<file path="src/rtl/poly_note_player_pkg.sv">
// Shared encodings and constants for the multi-voice note player.
package poly_note_pkg;

  typedef enum logic [1:0] {
    WAVE_SQUARE = 2'b00,
    WAVE_SAW    = 2'b01,
    WAVE_TRI    = 2'b10,
    WAVE_OFF    = 2'b11
  } wave_e;

  typedef enum logic {
    V_IDLE   = 1'b0,
    V_ACTIVE = 1'b1
  } voice_state_e;

  localparam int SAMPLE_RATE = 48000;
  localparam int NOTE_REST   = 0;

endpackage

</file>
<file path="src/rtl/poly_note_player_note_step_rom.sv">
// Note code to phase step lookup; table values are fixed at elaboration.
module note_step_rom
  import poly_note_pkg::*;
#(
  parameter int NOTE_W  = 6,
  parameter int PHASE_W = 20
) (
  input  logic [NOTE_W-1:0]  note,
  output logic [PHASE_W-1:0] step
);

  localparam int ENTRIES = 2 ** NOTE_W;

  // Equal-tempered pitch with code 49 = A4 (440 Hz), rounded to nearest step.
  function automatic logic [PHASE_W-1:0] step_of(input int n);
    real freq;
    real scaled;
    if (n == NOTE_REST) return '0;
    freq   = 440.0 * (2.0 ** (real'(n - 49) / 12.0));
    scaled = freq * (2.0 ** PHASE_W) / real'(SAMPLE_RATE);
    return PHASE_W'($rtoi(scaled + 0.5));
  endfunction

  logic [PHASE_W-1:0] step_table [ENTRIES];

  for (genvar g = 0; g < ENTRIES; g++) begin : g_entry
    localparam logic [PHASE_W-1:0] STEP_VAL = step_of(g);
    assign step_table[g] = STEP_VAL;
  end

  assign step = step_table[note];

endmodule

</file>
<file path="src/rtl/poly_note_player.sv">
// Multi-voice note player: per-voice duration/phase state, waveform shaping and a mixed sample pipeline.
module poly_note_player
  import poly_note_pkg::*;
#(
  parameter int NUM_VOICES = 4,
  parameter int NOTE_W     = 6,
  parameter int DUR_W      = 6,
  parameter int PHASE_W    = 20,
  parameter int SAMPLE_W   = 16
) (
  input  logic                           clk,
  input  logic                           reset,
  input  logic                           play_enable,
  input  logic [1:0]                     wave_mode,
  input  logic [NUM_VOICES-1:0]          load_new_note,
  input  logic [NUM_VOICES*NOTE_W-1:0]   note_to_load,
  input  logic [NUM_VOICES*DUR_W-1:0]    duration_to_load,
  output logic [NUM_VOICES-1:0]          done_with_note,
  input  logic                           beat,
  input  logic                           generate_next_sample,
  output logic signed [SAMPLE_W-1:0]     sample_out,
  output logic                           new_sample_ready
);

  localparam int SHIFT = $clog2(NUM_VOICES);
  localparam int SUM_W = SAMPLE_W + SHIFT;
  localparam logic signed [SAMPLE_W-1:0] FULL_POS = {1'b0, {(SAMPLE_W-1){1'b1}}};

  voice_state_e          state_q [NUM_VOICES];
  voice_state_e          state_d [NUM_VOICES];
  logic [NOTE_W-1:0]     note_q  [NUM_VOICES];
  logic [NOTE_W-1:0]     note_d  [NUM_VOICES];
  logic [DUR_W-1:0]      count_q [NUM_VOICES];
  logic [DUR_W-1:0]      count_d [NUM_VOICES];
  logic [PHASE_W-1:0]    phase_q [NUM_VOICES];
  logic [PHASE_W-1:0]    phase_d [NUM_VOICES];
  logic [PHASE_W-1:0]    phase_add [NUM_VOICES];
  logic [PHASE_W-1:0]    step    [NUM_VOICES];
  logic signed [SAMPLE_W-1:0] wave_d [NUM_VOICES];
  logic signed [SAMPLE_W-1:0] wave_q [NUM_VOICES];

  logic                       stage1_valid;
  logic signed [SUM_W-1:0]    mix_sum;
  logic signed [SUM_W-1:0]    mix_shifted;
  wave_e                      mode;

  assign mode = wave_e'(wave_mode);

  for (genvar g = 0; g < NUM_VOICES; g++) begin : g_voice
    note_step_rom #(
      .NOTE_W  (NOTE_W),
      .PHASE_W (PHASE_W)
    ) u_rom (
      .note (note_q[g]),
      .step (step[g])
    );
    assign done_with_note[g] = (state_q[g] == V_IDLE);
  end

  // Triangle folds the top SAMPLE_W+1 phase bits so the ramp rises then falls.
  function automatic logic signed [SAMPLE_W-1:0] shape(input wave_e m, input logic [PHASE_W-1:0] p);
    logic [SAMPLE_W:0]   top;
    logic [SAMPLE_W-1:0] fold;
    top  = p[PHASE_W-1 -: SAMPLE_W+1];
    fold = top[SAMPLE_W] ? ~top[SAMPLE_W-1:0] : top[SAMPLE_W-1:0];
    case (m)
      WAVE_SQUARE: shape = p[PHASE_W-1] ? -FULL_POS : FULL_POS;
      WAVE_SAW:    shape = {~p[PHASE_W-1], p[PHASE_W-2 -: SAMPLE_W-1]};
      WAVE_TRI:    shape = {~fold[SAMPLE_W-1], fold[SAMPLE_W-2:0]};
      default:     shape = '0;
    endcase
  endfunction

  always_comb begin
    for (int i = 0; i < NUM_VOICES; i++) begin
      state_d[i]   = state_q[i];
      note_d[i]    = note_q[i];
      count_d[i]   = count_q[i];
      phase_d[i]   = phase_q[i];
      wave_d[i]    = '0;
      phase_add[i] = phase_q[i] + step[i];

      if (generate_next_sample && play_enable && state_q[i] == V_ACTIVE) begin
        phase_d[i] = phase_add[i];
        if (note_q[i] != NOTE_W'(NOTE_REST)) begin
          wave_d[i] = shape(mode, phase_add[i]);
        end
      end

      if (beat && play_enable && state_q[i] == V_ACTIVE) begin
        count_d[i] = count_q[i] - DUR_W'(1);
        if (count_q[i] == DUR_W'(1)) begin
          state_d[i] = V_IDLE;
        end
      end

      // A load overrides any beat or phase advance on the same cycle.
      if (load_new_note[i]) begin
        note_d[i]  = note_to_load[i*NOTE_W +: NOTE_W];
        count_d[i] = duration_to_load[i*DUR_W +: DUR_W];
        phase_d[i] = '0;
        state_d[i] = (duration_to_load[i*DUR_W +: DUR_W] == '0) ? V_IDLE : V_ACTIVE;
      end
    end
  end

  always_ff @(posedge clk or negedge reset) begin
    if (!reset) begin
      for (int i = 0; i < NUM_VOICES; i++) begin
        state_q[i] <= V_IDLE;
        note_q[i]  <= '0;
        count_q[i] <= '0;
        phase_q[i] <= '0;
        wave_q[i]  <= '0;
      end
      stage1_valid <= 1'b0;
    end else begin
      for (int i = 0; i < NUM_VOICES; i++) begin
        state_q[i] <= state_d[i];
        note_q[i]  <= note_d[i];
        count_q[i] <= count_d[i];
        phase_q[i] <= phase_d[i];
        wave_q[i]  <= wave_d[i];
      end
      stage1_valid <= generate_next_sample;
    end
  end

  always_comb begin
    mix_sum = '0;
    for (int i = 0; i < NUM_VOICES; i++) begin
      mix_sum = mix_sum + SUM_W'(wave_q[i]);
    end
    mix_shifted = mix_sum >>> SHIFT;
  end

  always_ff @(posedge clk or negedge reset) begin
    if (!reset) begin
      sample_out       <= '0;
      new_sample_ready <= 1'b0;
    end else begin
      new_sample_ready <= stage1_valid;
      if (stage1_valid) begin
        sample_out <= mix_shifted[SAMPLE_W-1:0];
      end
    end
  end

endmodule

</file>
<file path="config.mk">
export PLATFORM = sky130hd
export DESIGN_NAME = poly_note_player
export DESIGN_NICKNAME = d
export VERILOG_FILES = /design/src/rtl/poly_note_player_pkg.sv /design/src/rtl/poly_note_player_note_step_rom.sv /design/src/rtl/poly_note_player.sv
export SDC_FILE = /design/constraint.sdc
export NUM_CORES = 1
export LEC_CHECK = 0
export BUFFER_PORTS_ARGS = -buffer_cell sky130_fd_sc_hd__clkbuf_2
export CAP_MARGIN = 10
export CORE_MARGIN = 3
export CORE_UTILIZATION = 60
export CTS_BUF_LIST = sky130_fd_sc_hd__clkbuf_2 sky130_fd_sc_hd__clkbuf_4 sky130_fd_sc_hd__clkbuf_8
export CTS_CLUSTER_SIZE = 14
export DETAILED_ROUTE_END_ITERATION = 8
export GPL_ROUTABILITY_DRIVEN = 0
export HOLD_SLACK_MARGIN = 0.15
export PLACE_DENSITY = 0.78
export SYNTH_ARGS = -nofsm -noshare
export SYNTH_HDL_FRONTEND = slang
export SYNTH_HIERARCHICAL = 1
export SYNTH_SLANG_ARGS = --single-unit
</file>
<file path="constraint.sdc">
create_clock -name clk -period 5.3 [get_ports clk]
set_clock_uncertainty 0.2 [all_clocks]
set_input_delay 0.795 -clock clk [delete_from_list [all_inputs] [get_ports clk]]
set_output_delay 0.795 -clock clk [all_outputs]
set_load 0.02 [all_outputs]
</file>
==> impl_results.md <==
* Crit path launch type: register
* CP endpoint: wave_q[45]
* Initial DRC count at 2415
* Diodes inserted at 0
* Worst-skew pair later-pin latency at 590 ps
* ANT nets after route at 0
* Max FO, Critical Path at 22
* Clk root buf: clkbuf_8
* Clk sink count at 214
* Max Freq at 0.200 GHz
* GR met2 Demand/Resource at 45.7%
* Yosys reg bits at 214
* DRC at 0
* Via density at 6.48
* Synth unique cells at 88
* Post-synth EDFFs at 0
* Final HPWL from detailed placement at 41.3 mm
* Die area at 0.0376 mm^2
* Post-synthesis sequential area ratio at 25.3%
* Core Area at 0.0346 mm^2
* Tcrit/Tclk final at 94.1%
* GRT Overall Usage at 29.2%
* Setup Buffers After CTS at 0
* First-pass GRT wire length at 93.6 mm
* Setup crit start: note_q[13]
* Clock-pin slew on the worst setup and hold paths at 70 ps
* Slew HR at 39.8%
* Share of cells above drive strength 1 at 12.1%
* FF-to-FF path depth at 15
* Worst Hold Class: input pin to register
* Htree depth at 2
* Area Overhead vs Synth at 6.80%
* Hold path depth at 3
* RSZ-0062 raised after global routing: false
* Final cell count without fillers at 3083
* Placed cells at 3006
* Pwr Total at 6840 uW
* Largest net degree at the start of global routing at 98
* Final core occ at 65.3%
* Port bufs at 79
* Routing usage on met3 at 5.72%
* R2R setup slack at 310 ps
* Top FF cell, synth: dfrtp_1
* Yosys top cell by area: dfrtp_1
* CP Class: register to register
* Pleak at 0.0103 uW
* Final WL at 57.2 mm
* Die W at 194 um
* Mapped cell area at 0.0212 mm^2
* Worst r2r src: note_q[13]
* Crit end category: register
* Post-synth ARST share at 100%
* First-pass DRT Iterations at 9
* Most used routing layer: met2
* Top post-synthesis cells by area: dfrtp_1 (25%), ha_1 (8.2%), a21oi_1 (5.2%)
* Mapped Cells at 2596
* Post-DR wirelength/cell at 18.6 um
* Final Slew Violations at 0
* Top cell type's share of synthesized area at 25.3%
* Site Rows at 68
* M1 GR Usage at 40.8%
* Fin Setup TNS at 0 ps
* Power per cell area at 302 mW/mm^2
* Initial antenna violation count at 0
* Final hold vios at 0
* Via Count at 20000
* Io pins at 80
* Max-cap viol count at 0
* Die height at 194 um
* CP arrival at 5260 ps
* Peak VDD IR at 0.267 mV
* CTS tree: done
* Finish-stage setup viols at 0
* Grt total ovfl at 0
* Status: finished clean
* Critical path required time at 5570 ps
* YS warnings at 6
* Tmin final at 4990 ps
* Initial Util at 61.1%
* Vias in the first global route at 18700
* Cts bufs inserted at 41
* Syn_area_per_cell at 8.15 um^2
* Max clock buf depth at 3
* Tightest Pin Transition at 903 ps
* Worst r2r dst: wave_q[45]
* Layout Nets at 2831
repair_timing:
| item | 4_1_cts | 5_1_grt |
|---|---|---|
| hold endpoints to repair | 95 | 0 |
| endpoints found under the setup margin | 0 | 5 |
| gates resized for setup | 0 | 1 |
| hold buffers | 1 | 0 |
worst max-delay path, stage by stage (launching register included):
cell and delay (ps):
dfrtp_1 490, ha_1 360, nor2b_1 610, o21ai_0 220
a32oi_1 230, o211a_1 190, ha_1 270, o21a_1 240
o211ai_1 230, a31oi_1 130, a211oi_1 290, o31ai_1 190
xnor2_2 530, buf_8 250, nor2_1 90, o32ai_1 360
how the worst min path moves through the flow:
stage | from | slack, ps | end
3_3_place_gp | sample_out[0] | 270 | sample_out[0]
2_1_floorplan | stage1_valid | 230 | new_sample_ready
6_report | duration_to_load[22] | 220 | count_q[4]
4_1_cts | duration_to_load[15] | 190 | count_q[9]
5_1_grt | duration_to_load[22] | 220 | count_q[4]
3_5_place_dp | sample_out[10] | 280 | sample_out[10]
flip-flops by register name, summed over array words and instances (netlist names):
signal,cells
count_q,24
wave_q,64
state_q,4
stage1_valid,1
phase_q,80
new_sample_ready,1
note_q,24
sample_out,16
cell usage after synthesis, types with 13 or more instances:
master / instances
xor2_1: 34
a211o_1: 28
buf_4: 38
a311oi_1: 13
nor2b_1: 28
nor3_1: 71
ha_1: 139
a211oi_1: 56
o211ai_1: 29
and3_1: 27
nand2b_1: 44
clkbuf_1: 89
o21bai_1: 13
xnor2_1: 62
nor2_1: 196
or2_2: 14
dfrtp_1: 214
o311ai_0: 13
and2_1: 20
mux2i_1: 89
mux2_2: 61
o22ai_1: 49
buf_2: 51
o21ai_0: 128
nand3_1: 77
nand2_1: 264
a21o_1: 29
a21oi_1: 218
a31oi_1: 21
fa_1: 37
o21a_1: 20
inv_1: 133
or3_1: 32
o31ai_1: 13
cell type report:
type	count	area, um^2
Multi-Input combinational cell	2068	14400
Fill cell	2869	12000
Sequential cell	214	5360
Timing Repair Buffer	133	846
Clock buffer	57	753
Tap cell	455	569
Inverter	138	520
Clock inverter	18	201
layer usage:
metal	vias to the layer above	routed length, um
met4	0	1970
met5	-	0
met1	9290	24400
met3	182	5390
li1	9415	-
met2	1090	25500
cell families after synthesis:
group / count (synthesis) / synth area share, %
other: 4 / 0.0709
buffers and inverters: 330 / 7.18
DFF: 214 / 25.3
and+or+nand+nor: 843 / 19.0
adders and majority gates: 176 / 11.7
xor gates and xnor gates: 96 / 3.97
muxes: 157 / 8.13
AOI/OAI and AO/OA: 776 / 24.6
report_power, final:
group / switching (uW) / internal [uW]
Clock: 774 / 1120
Combinational: 1820 / 1190
Sequential: 145 / 1790
Total: 2740 / 4100
cells in the final DEF (no fill, tap or decap), types with 71 or more instances in the layout:
cell type / n
a21oi_1: 218
clkbuf_2: 78
dfrtp_1: 213
ha_1: 139
inv_1: 133
mux2i_1: 89
nand2_1: 264
nand3_1: 77
nor2_1: 196
nor3_1: 71
o21ai_0: 128
metrics by stage:
stage	setup slack, ps	hold slack (ps)	area, um^2
after floorplan	529	231	21200
after global placement	472	271	21600
after detailed placement	73.5	280	21600
after CTS	39.0	189	22600
after global routing	1.23	223	22600
final	312	223	22600
Power figures use the tool's default switching activity.
